$ cat config.mk
export PLATFORM = sky130hd
export DESIGN_NAME = apb_regfile_slave
export DESIGN_NICKNAME = d
export VERILOG_FILES = /design/src/rtl/apb_pkg.sv /design/src/rtl/apb_byte_merge.sv /design/src/rtl/apb_regfile_slave.sv
export SDC_FILE = /design/constraint.sdc
export NUM_CORES = 1
export LEC_CHECK = 0
export BUFFER_PORTS_ARGS = -buffer_cell sky130_fd_sc_hd__buf_2
export CORE_AREA = 2 2 445 447
export DETAILED_ROUTE_END_ITERATION = 10
export DIE_AREA = 0 0 447 449
export PLACE_DENSITY = 0.32
export SYNTH_ARGS = -nofsm -noshare
export SYNTH_HDL_FRONTEND = slang
export SYNTH_SLANG_ARGS = --single-unit
$ cat constraint.sdc
create_clock -name PCLK -period 3.95 [get_ports PCLK]
set_input_delay 0.5925 -clock PCLK [delete_from_list [all_inputs] [get_ports PCLK]]
set_output_delay 0.5925 -clock PCLK [all_outputs]
set_load 0.01 [all_outputs]
$ cat src/rtl/apb_pkg.sv
// Shared APB definitions: bus widths, completer FSM encoding and address decode helper.
package apb_pkg;

    localparam int APB_ADDR_W = 32;
    localparam int APB_DATA_W = 32;
    localparam int APB_STRB_W = 4;

    typedef enum logic {
        ST_IDLE   = 1'b0,
        ST_ACCESS = 1'b1
    } apb_state_e;

    // Word index of a byte address; only the low byte of PADDR is decoded.
    function automatic logic [5:0] reg_index(input logic [APB_ADDR_W-1:0] addr);
        return addr[7:2];
    endfunction

endpackage

$ cat src/rtl/apb_byte_merge.sv
// Combinational byte-lane merge: lanes with strb set take wdata, the rest keep old_data.
module apb_byte_merge
    import apb_pkg::*;
(
    input  logic [APB_DATA_W-1:0] old_data,
    input  logic [APB_DATA_W-1:0] wdata,
    input  logic [APB_STRB_W-1:0] strb,
    output logic [APB_DATA_W-1:0] new_data
);

    always_comb begin
        // NOTE: assigning a full default first keeps this block free of inferred latches.
        new_data = old_data;
        for (int b = 0; b < APB_STRB_W; b++) begin
            if (strb[b]) begin
                new_data[8*b +: 8] = wdata[8*b +: 8];
            end
        end
    end

endmodule

$ cat src/rtl/apb_regfile_slave.sv
// APB completer with a bank of 32-bit registers, byte strobes, wait states and
// error reporting; read-only registers return fabric status inputs.
module apb_regfile_slave
    import apb_pkg::*;
#(
    parameter int          NUM_REGS    = 16,
    parameter int          WAIT_CYCLES = 0,
    parameter logic [63:0] RO_MASK     = 64'h0
) (
    input  logic                     PCLK,
    input  logic                     PRESETn,
    input  logic                     PSEL,
    input  logic                     PENABLE,
    input  logic                     PWRITE,
    input  logic [APB_ADDR_W-1:0]    PADDR,
    input  logic [APB_DATA_W-1:0]    PWDATA,
    input  logic [APB_STRB_W-1:0]    PSTRB,
    input  logic [2:0]               PPROT,
    output logic                     PREADY,
    output logic [APB_DATA_W-1:0]    PRDATA,
    output logic                     PSLVERR,
    output logic [32*NUM_REGS-1:0]   reg_q,
    output logic [NUM_REGS-1:0]      wr_pulse,
    input  logic [32*NUM_REGS-1:0]   hw_status
);

    apb_state_e state, state_d;

    logic [3:0]            wait_cnt;
    logic [5:0]            idx_q;
    logic                  write_q;
    logic                  err_q;
    logic [APB_DATA_W-1:0] regs [NUM_REGS];

    logic                  setup;
    logic                  access;
    logic                  complete;
    logic                  do_write;
    logic [5:0]            setup_idx;
    logic                  setup_err;
    logic [APB_DATA_W-1:0] sel_reg;
    logic [APB_DATA_W-1:0] sel_status;
    logic [APB_DATA_W-1:0] merged;

    // Upper address bits and protection are accepted but not decoded.
    logic unused_ok;
    assign unused_ok = ^{PADDR[31:8], PPROT};

    assign setup     = (state == ST_IDLE) && PSEL && !PENABLE;
    assign access    = (state == ST_ACCESS) && PSEL && PENABLE;
    assign complete  = access && (wait_cnt == 4'd0);
    assign do_write  = complete && write_q && !err_q;
    assign setup_idx = reg_index(PADDR);
    assign setup_err = (PADDR[1:0] != 2'b00)
                    || (32'(setup_idx) >= 32'(NUM_REGS))
                    || (PWRITE && RO_MASK[setup_idx]);

    always_ff @(posedge PCLK or negedge PRESETn) begin
        if (!PRESETn) begin
            state <= ST_IDLE;
        end else begin
            // NOTE: sequential state uses non-blocking assignments so every flop samples pre-edge values.
            state <= state_d;
        end
    end

    always_comb begin
        state_d = state;
        case (state)
            ST_IDLE: begin
                if (setup) begin
                    state_d = ST_ACCESS;
                end
            end
            ST_ACCESS: begin
                if (!PSEL || complete) begin
                    state_d = ST_IDLE;
                end
            end
            default: state_d = ST_IDLE;
        endcase
    end

    always_ff @(posedge PCLK or negedge PRESETn) begin
        if (!PRESETn) begin
            wait_cnt <= 4'd0;
            idx_q    <= 6'd0;
            write_q  <= 1'b0;
            err_q    <= 1'b0;
        end else if (setup) begin
            wait_cnt <= 4'(WAIT_CYCLES);
            idx_q    <= setup_idx;
            write_q  <= PWRITE;
            err_q    <= setup_err;
        end else if (access && (wait_cnt != 4'd0)) begin
            wait_cnt <= wait_cnt - 4'd1;
        end
    end

    // Mux-based select tolerates captured indices beyond NUM_REGS (errored accesses).
    always_comb begin
        sel_reg    = '0;
        sel_status = '0;
        for (int i = 0; i < NUM_REGS; i++) begin
            if (idx_q == 6'(i)) begin
                sel_reg    = regs[i];
                sel_status = hw_status[32*i +: 32];
            end
        end
    end

    apb_byte_merge u_merge (
        .old_data (sel_reg),
        .wdata    (PWDATA),
        .strb     (PSTRB),
        .new_data (merged)
    );

    always_ff @(posedge PCLK or negedge PRESETn) begin
        if (!PRESETn) begin
            // NOTE: the bank is plain flops with a defined reset value, so it is cleared here rather than left as RAM.
            for (int i = 0; i < NUM_REGS; i++) begin
                regs[i] <= '0;
            end
            wr_pulse <= '0;
        end else begin
            wr_pulse <= '0;
            for (int i = 0; i < NUM_REGS; i++) begin
                if (do_write && (idx_q == 6'(i))) begin
                    regs[i]     <= merged;
                    wr_pulse[i] <= 1'b1;
                end
            end
        end
    end

    for (genvar g = 0; g < NUM_REGS; g++) begin : g_reg_out
        assign reg_q[32*g +: 32] = regs[g];
    end

    assign PREADY  = complete;
    assign PSLVERR = complete && err_q;

    always_comb begin
        PRDATA = '0;
        if (complete && !write_q && !err_q) begin
            PRDATA = RO_MASK[idx_q] ? sel_status : sel_reg;
        end
    end

endmodule

==> impl_metrics.toml <==
[run_status]
outcome = "finished, violations left"
failed_checks = "negative setup slack"

[cts]
cts_sinks = 541
cts_tree = "done"
clkTransAtPathRegs_ns = 0.06
clock_latency_ns = 0.71
cts_buffers = 73
max-clock-path-buffers = 3
cts-root-buf = "clkbuf_16"
h-tree-depth = 3

[route]
first_iter_violations = 1621
vias = 24647
wirelength_mm = 179
avgRoutedWirePerCell_um = 29.3
drtAntennaViolNets = 0
first_pass_iters = 5
viasPerCell = 4.03
drc = 0

[setup_path]
crit_family = "buffers and inverters"
critPathCaptureType = "primary output"
required_ns = 3.36
crit_type = "reg2out"
path_max_fanout = 6
worstPathBufferInverterCount = 6
crit_cells = 12
worstPathArrival_ns = 3.36
critical-path-max-stage-delay_ns = 0.60
cpMaxStageDelayCell = "or4b_4"
crit_chain = "or4b_4 > buf_12 > buf_16 > nor2_4 > buf_6 > buf_12 > a21o_1 > o221ai_2 > buf_6 > a21o_4 > a21oi_2 > buf_2"
cp-start-kind = "register"
rr_worst_depth = 21

[placed_design]
gp_congestion = 0.821
placed_cells = 5893
place_ws_ns = -0.133
dp_hpwl_mm = 138
numPortBuffers = 610
placed_area_um2 = 33200

[die]
start_util_pct = 13.0
die_y_um = 449
core_um2 = 196000
io_pins = 1150
die-area_um2 = 201000
num_rows = 163
die_x_um = 447

[timing]
max_freq_mhz = 253
rsz0062_at_grt = "true"
slew_headroom_pct = 26.0
layout_min_cycle_time_ns = 3.96
drv_slew = 0
report.final.hold_viol_count = 0
final.setup.worst_slack_ns = -0.00707
setup_viol = 1
finalCritPeriodShare_pct = 100
tightestPinTransition_ns = 1.10
skew_ns = 0.0518

[run]
maxCapViolCount = 0

[synth]
ys_types = 82
syn_nets = 3232
synthCells = 2643
synth_edf_count = 0
synthFlopType = "dfrtp_1"
syn_area_um2 = 25500
ys_ff_latch = 541
ys_async_sr_fraction_pct = 100
ys_warn_count = 0
syn_avg_cell_area_um2 = 9.66
seq_area_frac_synth_pct = 53.0

[finish]
drive_above_1_share_pct = 38.5
ff_latch_area_um2 = 13500
multiInputGateArea_um2 = 12000
final_cells = 6117
final_area_um2 = 38000
nets = 4001
fillCellCount = 21944
mostFrequentLayoutCells = "605 x buf_2, 538 x dfrtp_1, 493 x nand2_1"
area_growth_pct = 49.0
layout_commonest_cell = "buf_2"

[global_route]
grt_pass1_vias = 24729
grt_pass1_wl_mm = 239
busiest_layer = "met2"
grt_overflow = 0
grt_usage_pct = 17.5
use_met2_pct = 28.7
antenna_found_initial = 15
grt_max_degree = 86
grtUsageMet3_pct = 5.63
use_met1_pct = 21.9

[min_path]
hold_depth = 3
hp-class = "in2reg"

[power]
power.total_mw = 17.4
p_leak_nw = 17.7
power_density_nw_per_um2 = 457
ir_worst_vdd_mv = 0.310
-- final cells by class --
cell class / count / area share, %
antenna: 6 / 0.0395
clock buffer: 104 / 5.56
clock inverter: 30 / 1.19
inverter: 27 / 0.299
multi-input combinational: 1846 / 31.4
sequential: 541 / 35.6
tap: 2640 / 8.68
timing repair buffer: 923 / 17.2
-- final timing paths --
path                            startpoint    endpoint  slack [ns]
worst max-delay path              idx_q[5]   PRDATA[7]      -0.007
worst min-delay path                PWRITE     write_q        0.11
worst max register to register    idx_q[0]  reg_q[372]        0.13
worst min register to register   reg_q[37]   reg_q[37]        0.50
max in group asynchronous          PRESETn  reg_q[488]        2.29
min in group asynchronous          PRESETn   reg_q[23]        0.53
-- sequential cells by signal (all words and copies together) (netlist names) --
signal    count
state         1
wr_pulse     16
err_q         1
wait_cnt      4
idx_q         6
reg_q       512
write_q       1
-- metrics by stage --
step,setup TNS [ns],hold WS (ns),utilization (%)
2_1_floorplan,0,0.297,-
3_3_place_gp,-0.714,0.478,16.9
3_5_place_dp,-0.496,0.486,16.9
4_1_cts,-0.285,0.0405,19.2
5_1_grt,-0.743,0.0590,19.4
6_report,-0.00707,0.114,19.4
-- per-layer routing --
layer,vias to the layer above,wire (µm)
met5,-,0
met2,860,83500
met3,171,14200
met1,12632,75700
met4,0,5720
li1,10984,-
-- power breakdown --
group	internal [mW]	leakage, nW	switching, mW	total [mW]
clock network	4.18	1.24	3.04	7.22
logic	1.61	8.91	2.66	4.27
registers	5.71	7.53	0.191	5.90
-- what timing repair did --
action / in CTS / in global routing
hold buffers: 1 / 0
hold endpoints to repair: 35 / 0
gates resized for setup: 261 / 59
setup buffers: 69 / 13
pin swaps: 59 / 36
cloned: 8 / 0
setup endpoints to repair: 32 / 44
-- synth_stat cells (6+ instances only) --
cell type	number	area (µm²)
dfrtp_1	541	13500
nand2_1	513	1930
o21ai_0	399	2000
a21oi_1	147	736
nor2_1	141	529
clkbuf_1	130	488
buf_2	66	330
mux2_2	62	698
o21ai_1	59	295
o22ai_1	41	257
mux2i_1	35	350
mux4_2	31	698
a221oi_1	26	228
nand2b_1	26	163
or3_1	26	163
buf_4	23	173
inv_1	23	86.3
o221ai_1	23	201
nor3_1	21	105
nor2b_1	19	119
a221o_1	18	180
nand3_1	18	90.1
and2_1	16	100
o21a_1	16	120
a211o_1	14	123
a211oi_1	14	105
a21o_1	12	90.1
nor3b_1	12	90.1
o211ai_1	10	75.1
a2111oi_0	8	70.1
a211oi_2	8	100
a2bb2oi_1	8	70.1
o21bai_1	8	60.1
and3_1	7	43.8
nor4b_2	7	105
a221oi_2	6	90.1
a32o_1	6	60.1
nand4_1	6	37.5
-- worst reg2reg max path, cell delays in order (launching register included) --
cell and delay (ns):
dfrtp_4 0.46, buf_12 0.15, buf_12 0.16, buf_8 0.14
mux4_2 0.56, and2_4 0.19, a221oi_4 0.23, buf_4 0.17
buf_4 0.09, buf_4 0.09, buf_4 0.09, buf_4 0.10
buf_4 0.10, buf_4 0.10, buf_4 0.09, buf_4 0.09
buf_4 0.09, a211oi_2 0.05, buf_4 0.19, a211oi_4 0.28
buf_6 0.19, o21ai_0 0.08
-- kinds of logic after synthesis --
logic type	Yosys count	share of synthesized area [%]
multiplexers	128	6.84
buffers and inverters	256	4.57
AND/OR/NAND/NOR	839	14.5
adder cells (fa/ha/maj)	1	0.0490
XOR/XNOR	3	0.103
flip-flops	541	53.0
AO/OA/AOI/OAI	875	20.9
(Power assumes the default switching activity.)
